File: src/rtl/bomberman_audio_vol_ramp.sv
// Multi-channel Avalon-MM volume block with click-free ramping.
// Each channel slews its output one LSB per ramp tick toward its target.
module bomberman_audio_vol_ramp #(
  parameter int NUM_CH   = 4,
  parameter int VOL_W    = 3,
  parameter int RAMP_DIV = 1024,
  parameter int ADDR_W   = 3
) (
  input  logic                    clk,
  input  logic                    reset_n,
  input  logic [ADDR_W-1:0]       address,
  input  logic                    chipselect,
  input  logic                    write_n,
  input  logic [31:0]             writedata,
  output logic [31:0]             readdata,
  output logic [NUM_CH*VOL_W-1:0] out_port,
  output logic [NUM_CH-1:0]       ramping
);

  localparam int PW = (RAMP_DIV > 1) ? $clog2(RAMP_DIV) : 1;
  localparam logic [PW-1:0] PS_MAX = PW'(RAMP_DIV - 1);
  localparam logic [ADDR_W-1:0] A_CTRL = ADDR_W'(NUM_CH);
  localparam logic [ADDR_W-1:0] A_STAT = ADDR_W'(NUM_CH + 1);

  logic [PW-1:0] ps_q, ps_d;
  logic          tick;

  logic [NUM_CH-1:0][VOL_W-1:0] tgt_q, tgt_d;
  logic [NUM_CH-1:0][VOL_W-1:0] cur_q, cur_d;
  logic [NUM_CH-1:0][VOL_W-1:0] eff_q, eff_d;

  logic mute_q, mute_d;
  logic ren_q, ren_d;
  logic wr;

  // Upper write-data bits have no meaning in this register map.
  logic unused_wd;
  assign unused_wd = ^writedata[31:VOL_W];

  assign wr = chipselect & ~write_n;

  // Free-running ramp prescaler; tick on its last count.
  always_comb begin
    tick = (ps_q == PS_MAX);
    ps_d = tick ? '0 : ps_q + PW'(1);
  end

  // Register-write decode for targets and control bits.
  always_comb begin
    tgt_d  = tgt_q;
    mute_d = mute_q;
    ren_d  = ren_q;
    for (int k = 0; k < NUM_CH; k++) begin
      if (wr && address == ADDR_W'(k)) begin
        tgt_d[k] = writedata[VOL_W-1:0];
      end
    end
    if (wr && address == A_CTRL) begin
      mute_d = writedata[0];
      ren_d  = writedata[1];
    end
  end

  // Effective targets: pre-edge for ramp steps, post-write for jumps.
  always_comb begin
    for (int k = 0; k < NUM_CH; k++) begin
      eff_q[k]   = mute_q ? '0 : tgt_q[k];
      eff_d[k]   = mute_d ? '0 : tgt_d[k];
      ramping[k] = (cur_q[k] != eff_q[k]);
    end
  end

  // Per-channel slew: jump when ramping is off, else step on tick.
  always_comb begin
    cur_d = cur_q;
    for (int k = 0; k < NUM_CH; k++) begin
      unique case (1'b1)
        !ren_q: begin
          cur_d[k] = eff_d[k];
        end
        tick && (cur_q[k] < eff_q[k]): begin
          cur_d[k] = cur_q[k] + VOL_W'(1);
        end
        tick && (cur_q[k] > eff_q[k]): begin
          cur_d[k] = cur_q[k] - VOL_W'(1);
        end
        default: begin
          cur_d[k] = cur_q[k];
        end
      endcase
    end
  end

  // State registers with synchronous active-low reset.
  always_ff @(posedge clk) begin
    if (!reset_n) begin
      ps_q   <= '0;
      tgt_q  <= '0;
      cur_q  <= '0;
      mute_q <= 1'b0;
      ren_q  <= 1'b1;
    end else begin
      ps_q   <= ps_d;
      tgt_q  <= tgt_d;
      cur_q  <= cur_d;
      mute_q <= mute_d;
      ren_q  <= ren_d;
    end
  end

  // Zero-wait read mux straight from the registers.
  always_comb begin
    readdata = '0;
    for (int k = 0; k < NUM_CH; k++) begin
      if (address == ADDR_W'(k)) begin
        readdata[16 +: VOL_W] = cur_q[k];
        readdata[0 +: VOL_W]  = tgt_q[k];
      end
    end
    if (address == A_CTRL) begin
      readdata[1:0] = {ren_q, mute_q};
    end
    if (address == A_STAT) begin
      readdata[NUM_CH-1:0] = ramping;
    end
  end

  assign out_port = cur_q;

endmodule

File: config.mk
export PLATFORM = sky130hd
export DESIGN_NAME = bomberman_audio_vol_ramp
export DESIGN_NICKNAME = d
export VERILOG_FILES = /design/src/rtl/bomberman_audio_vol_ramp.sv
export SDC_FILE = /design/constraint.sdc
export NUM_CORES = 1
export LEC_CHECK = 0
export ABC_AREA = 1
export BUFFER_PORTS_ARGS = -buffer_cell sky130_fd_sc_hd__buf_2
export CORE_MARGIN = 2
export CORE_UTILIZATION = 45
export CTS_CLUSTER_SIZE = 8
export DETAILED_ROUTE_END_ITERATION = 6
export PLACE_DENSITY = 0.82
export SLEW_MARGIN = 20
export SYNTH_ARGS = -nofsm -noshare
export SYNTH_HDL_FRONTEND = slang
export SYNTH_SLANG_ARGS = --single-unit
File: constraint.sdc
create_clock -name clk -period 2.58 [get_ports clk]
set_clock_uncertainty 0.05 [all_clocks]
set_input_delay 0.387 -clock clk [delete_from_list [all_inputs] [get_ports clk]]
set_output_delay 0.387 -clock clk [all_outputs]
set_load 0.005 [all_outputs]
Word level (Yosys, flattened, before mapping):

Cells that the tools add are included.

* bits in registers: 36
* logic and storage cells: 88
* output and inout bits: 48
* bits of input ports: 39

* magnitude comparators: 8
* mux-type cells: 27
* add/subtract/negate cells: 9
* reductions and logical operators: 20
* bitwise logic cells: 3
* equal/unequal tests: 10

Operator list (number)
* 3-bit two-way mux: 20
* 3-bit one-hot mux with 3 select lines: 4
* 1-bit logical AND: 13
* 3-bit by 1-bit adder with 3-bit output (second input constant): 4
* 3-bit greater-than comparator: 4
* 3-bit < comparator: 4
* 3-bit inequality test: 4
* 3-bit nonzero test: 4
* 3-bit by 1-bit subtractor with 3-bit output (second input constant): 4
* 10-bit by 1-bit adder with 10-bit output (second input constant): 1
* 10-bit == test (second input constant): 1
* 3-bit by 2-bit == test with 1-bit output (second input constant): 2
* 3-bit == test (second input constant): 2
* 4-bit two-way mux: 1
* 3-bit by 1-bit == test with 1-bit output (second input constant): 1
* 3-bit zero test: 1
* 2-bit two-way mux: 1
* 1-bit inverter: 2
* 2-bit OR reduction: 1
* 1-bit bitwise AND: 1
* 1-bit zero test: 1
* 1-bit two-way mux: 1

Logic depth before layout (Yosys ltp):

* depth in word-level cells: 7
* gate-level depth with buffers: 14
* depth with buffers taken out: 14

Worst setup path before layout:

Ideal clock, no wire load.

* path type: register -> register
* start point: register mute_q
* end point: register cur_q (netlist bit out_port[2])
* slack: 0.293 ns
* arrival time: 2.124 ns
* clock period less this slack: 2.287 ns
* library setup time: 0.113 ns
* stages on the path, launching flop included: 14
* path buffers: 0
* required time: 2.417 ns
* path through: dfxtp_1 -> clkinv_1 -> nand2_1 -> ha_1 -> nand2_1 -> o21ai_0 -> nand3_1 -> fa_1 -> xnor2_1 -> xor2_1 -> nand2_1 -> nand2_1 -> nand2_1 -> nand2_1

* longest elaborated chain between the ends: 4

Ends and longest elaborated chain
* from (decl): line 32 `logic mute_q, mute_d;`
* from (signal assigned): line 106 `mute_q <= mute_d;`
* 3-bit two-way mux: line 67 `eff_q[k] = mute_q ? '0 : tgt_q[k];`
* 3-bit greater-than comparator / 3-bit < comparator (equally long branches): line 84, 81
* 1-bit logical AND (on tied branches): line 84, 81
* 3-bit one-hot mux with 3 select lines / 3-bit nonzero test (equally long branches)
* to (signal assigned): line 105 `cur_q <= cur_d;`
* to (decl): line 29 `logic [NUM_CH-1:0][VOL_W-1:0] cur_q, cur_d;`

Several ways; a longest one is shown, not always the timed one.
A chain may end at the register's enable or synchronous reset.

Worst setup path after layout:

* start point: register mute_q
* end point: register cur_q (netlist bit out_port[11])

The elaborated chain is that of the path after synthesis.

==> out/metrics.cfg <==
[global_route]
grt_max_degree = 16
grt_pass1_wl_um = 10400
grt_pass1_vias = 2359
overflow = 0
antenna_found_initial = 0
groute.usage.overall_pct = 20.7

[layout]
final_util_pct = 52.7
regArea_um2 = 721
multi_input_area_um2 = 1600
num_antenna_cells = 0
n_fill_cell = 570
final_cells = 517
area_growth_pct = 11.1
drive_gt1_share_pct = 15.5
num-nets-final = 500

[drt]
num_vias = 2558
viasPerCell = 4.95
antenna_left = 0
firstDrtPassIters = 4
routedWlPerCell_um = 11.9
drt_iter0_markers = 168
drt_wl_total_um = 6140
drcViolationCount = 0

[hold_path]
min-delay-start = writedata[1]
hold_class = primary input to register
whs_endpoint = tgt_q[10]
min_path_cells = 3

[critical_path]
slowest_delay_ns = 0.42
cp_cell_sequence = inv_2 > buf_4 > nand2_1 > ha_1 > nand3_1 > nand3_1 > nand3_1 > fa_1 > xnor2_2 > inv_1 > nand2_1 > nand4_1 > nand3_1 > nor2_1
critPathArrivalTime_ns = 2.51
worst_setup_path_end_kind = register
cp_max_fo = 5
startpoint_type = register
cpMostUsedCell = nand3_1
critical_path_class = register to register
r2r_start = mute_q
rrSetupSlack_ns = 0.21
r2r_cells = 14
crit_required_ns = 2.72
r2r-end = out_port[11]
cp_slowest_cell = fa_1

[synth]
ys_ff_latch = 36
syn_inst = 405
synth_area_leader_cell = dfxtp_1
netlist.area_leader.share_pct = 27.3
yosysMostFrequentCell = nand2_1
synth-edff-count = 0
yosys_warnings = 0
netlist_top_cells_count = nand2_1, inv_1, nor2_1
synth-main-ff-cell = dfxtp_1
synth.area.top_cells = dfxtp_1, nand2_1, inv_1
synth_area_um2 = 2640
synth.distinct_cells = 33
ys_seq_area_share_pct = 27.3
synthArstFlopShare_pct = 0
syn_area_per_cell_um2 = 6.52

[status]
outcome = finished clean

[clocking]
clockBufferDepth = 2
path_clk_slew_ns = 0.07
post_cts.repair.setup_buffers = 0
clk_latency_ns = 0.29
cts_buffers = 5
clock_sinks = 36
hold_buffers = 0
cts_root_buf = clkbuf_8
cts_tree = yes
htreeDepth = 2

[timing]
slew_violations = 0
min_period_over_period_pct = 91.7
rsz0062_at_grt = false
fmax_mhz = 422
period_minus_slack_ns = 2.37
setup_viol = 0
hold_viol = 0
fin_tns_setup_ns = 0

[die]
die_area_um2 = 6500
start_util_pct = 47.4
die_h_um = 80.6
fp.dieW_um = 80.6
rows = 27
io_pins = 87
coreArea_um2 = 5570

[place]
port_buffers = 32
globalplace.congestion = 0.945
dpl.cell_count = 509
dp_hpwl_um = 4830

[pwr]
ir_worst_vdd_mv = 0.261
powerDensity_nw_per_um2 = 416
p_leak_nw = 1.51

[job]
max_cap_violations = 0

## per-layer routing
layer  wire, um  global-route usage [%]  vias to the layer above
met1       2520                    24.9                     1132
met4        203                    8.98                        0
met3        467                    4.27                       22
met2       2950                    35.3                       97
li1           -                       -                     1307
met5          0                       0                        -
## what timing repair did
action,4_1_cts,5_1_grt
hold endpoints to repair,0,0
gates resized for setup,0,4
setup endpoints to repair,0,3
## metrics by stage
stage	power (mW)	cell area, um^2	hold WS, ns	setup WS, ns
floorplan	0.717	2730	0.368	0.293
global placement	0.738	2810	0.379	0.249
detailed placement	0.742	2810	0.388	0.165
CTS	1.23	2920	0.345	0.164
global route	1.28	2940	0.363	0.0414
finish	1.22	2940	0.352	0.213
## final cells by class
cell class / instances / area share [%]
Multi-Input combinational cell: 304 / 54.5
Sequential cell: 36 / 24.5
Inverter: 61 / 7.80
Timing Repair Buffer: 36 / 6.48
Tap cell: 72 / 3.07
Clock buffer: 6 / 2.47
Clock inverter: 2 / 1.19
## state kept, by name (all words and copies together) (netlist names)
name	flops
mute_q	1
out_port	12
ps_q	10
ren_q	1
tgt_q	12
## layout by cell type, fill, tap and decap left out, drive strengths merged
master,count
dfxtp,36
conb,25
inv,61
ha,13
clkbuf,6
nand4,4
bufinv,1
a21oi,15
o2111ai,3
o21ai,19
buf,36
o22ai,3
nor3b,1
o211ai,1
nor2,58
nand3b,1
nor3,5
fa,4
nand2,111
o21a,1
nand3,31
xor2,3
clkinv,1
xnor2,5
or2,1
## power breakdown
group,switching [mW],internal [mW]
logic,0.107,0.0511
clock network,0.201,0.287
registers,0.00837,0.566
total,0.316,0.904
## how the worst max path moves through the flow
stage / startpoint / endpoint / slack (ns) / cells past startpoint
floorplan: mute_q / out_port[2] / 0.29 / 13
global placement: mute_q / out_port[8] / 0.25 / 15
detailed placement: mute_q / out_port[2] / 0.17 / 13
CTS: mute_q / out_port[2] / 0.16 / 13
global route: ps_q[0] / out_port[5] / 0.04 / 13
finish: mute_q / out_port[11] / 0.21 / 14
## worst max-delay path: cells and delay by family, from the launching register on
family,cells,cell delay (ns)
fa+ha+maj,2,0.73
simple gates,8,0.68
flops,1,0.32
buf+inv,3,0.31
xor+xnor,1,0.18
## cells by family after synthesis
kind of cell | count (synthesis) | share of synthesized area [%]
AO/OA/AOI/OAI | 42 | 8.85
other | 1 | 0.142
buffers and inverters | 89 | 16.2
AND/OR/NAND/NOR | 212 | 35.7
flip-flops | 36 | 27.3
XOR/XNOR | 8 | 2.65
adder cells (fa/ha/maj) | 17 | 9.19
Power figures use the tool's default switching activity.
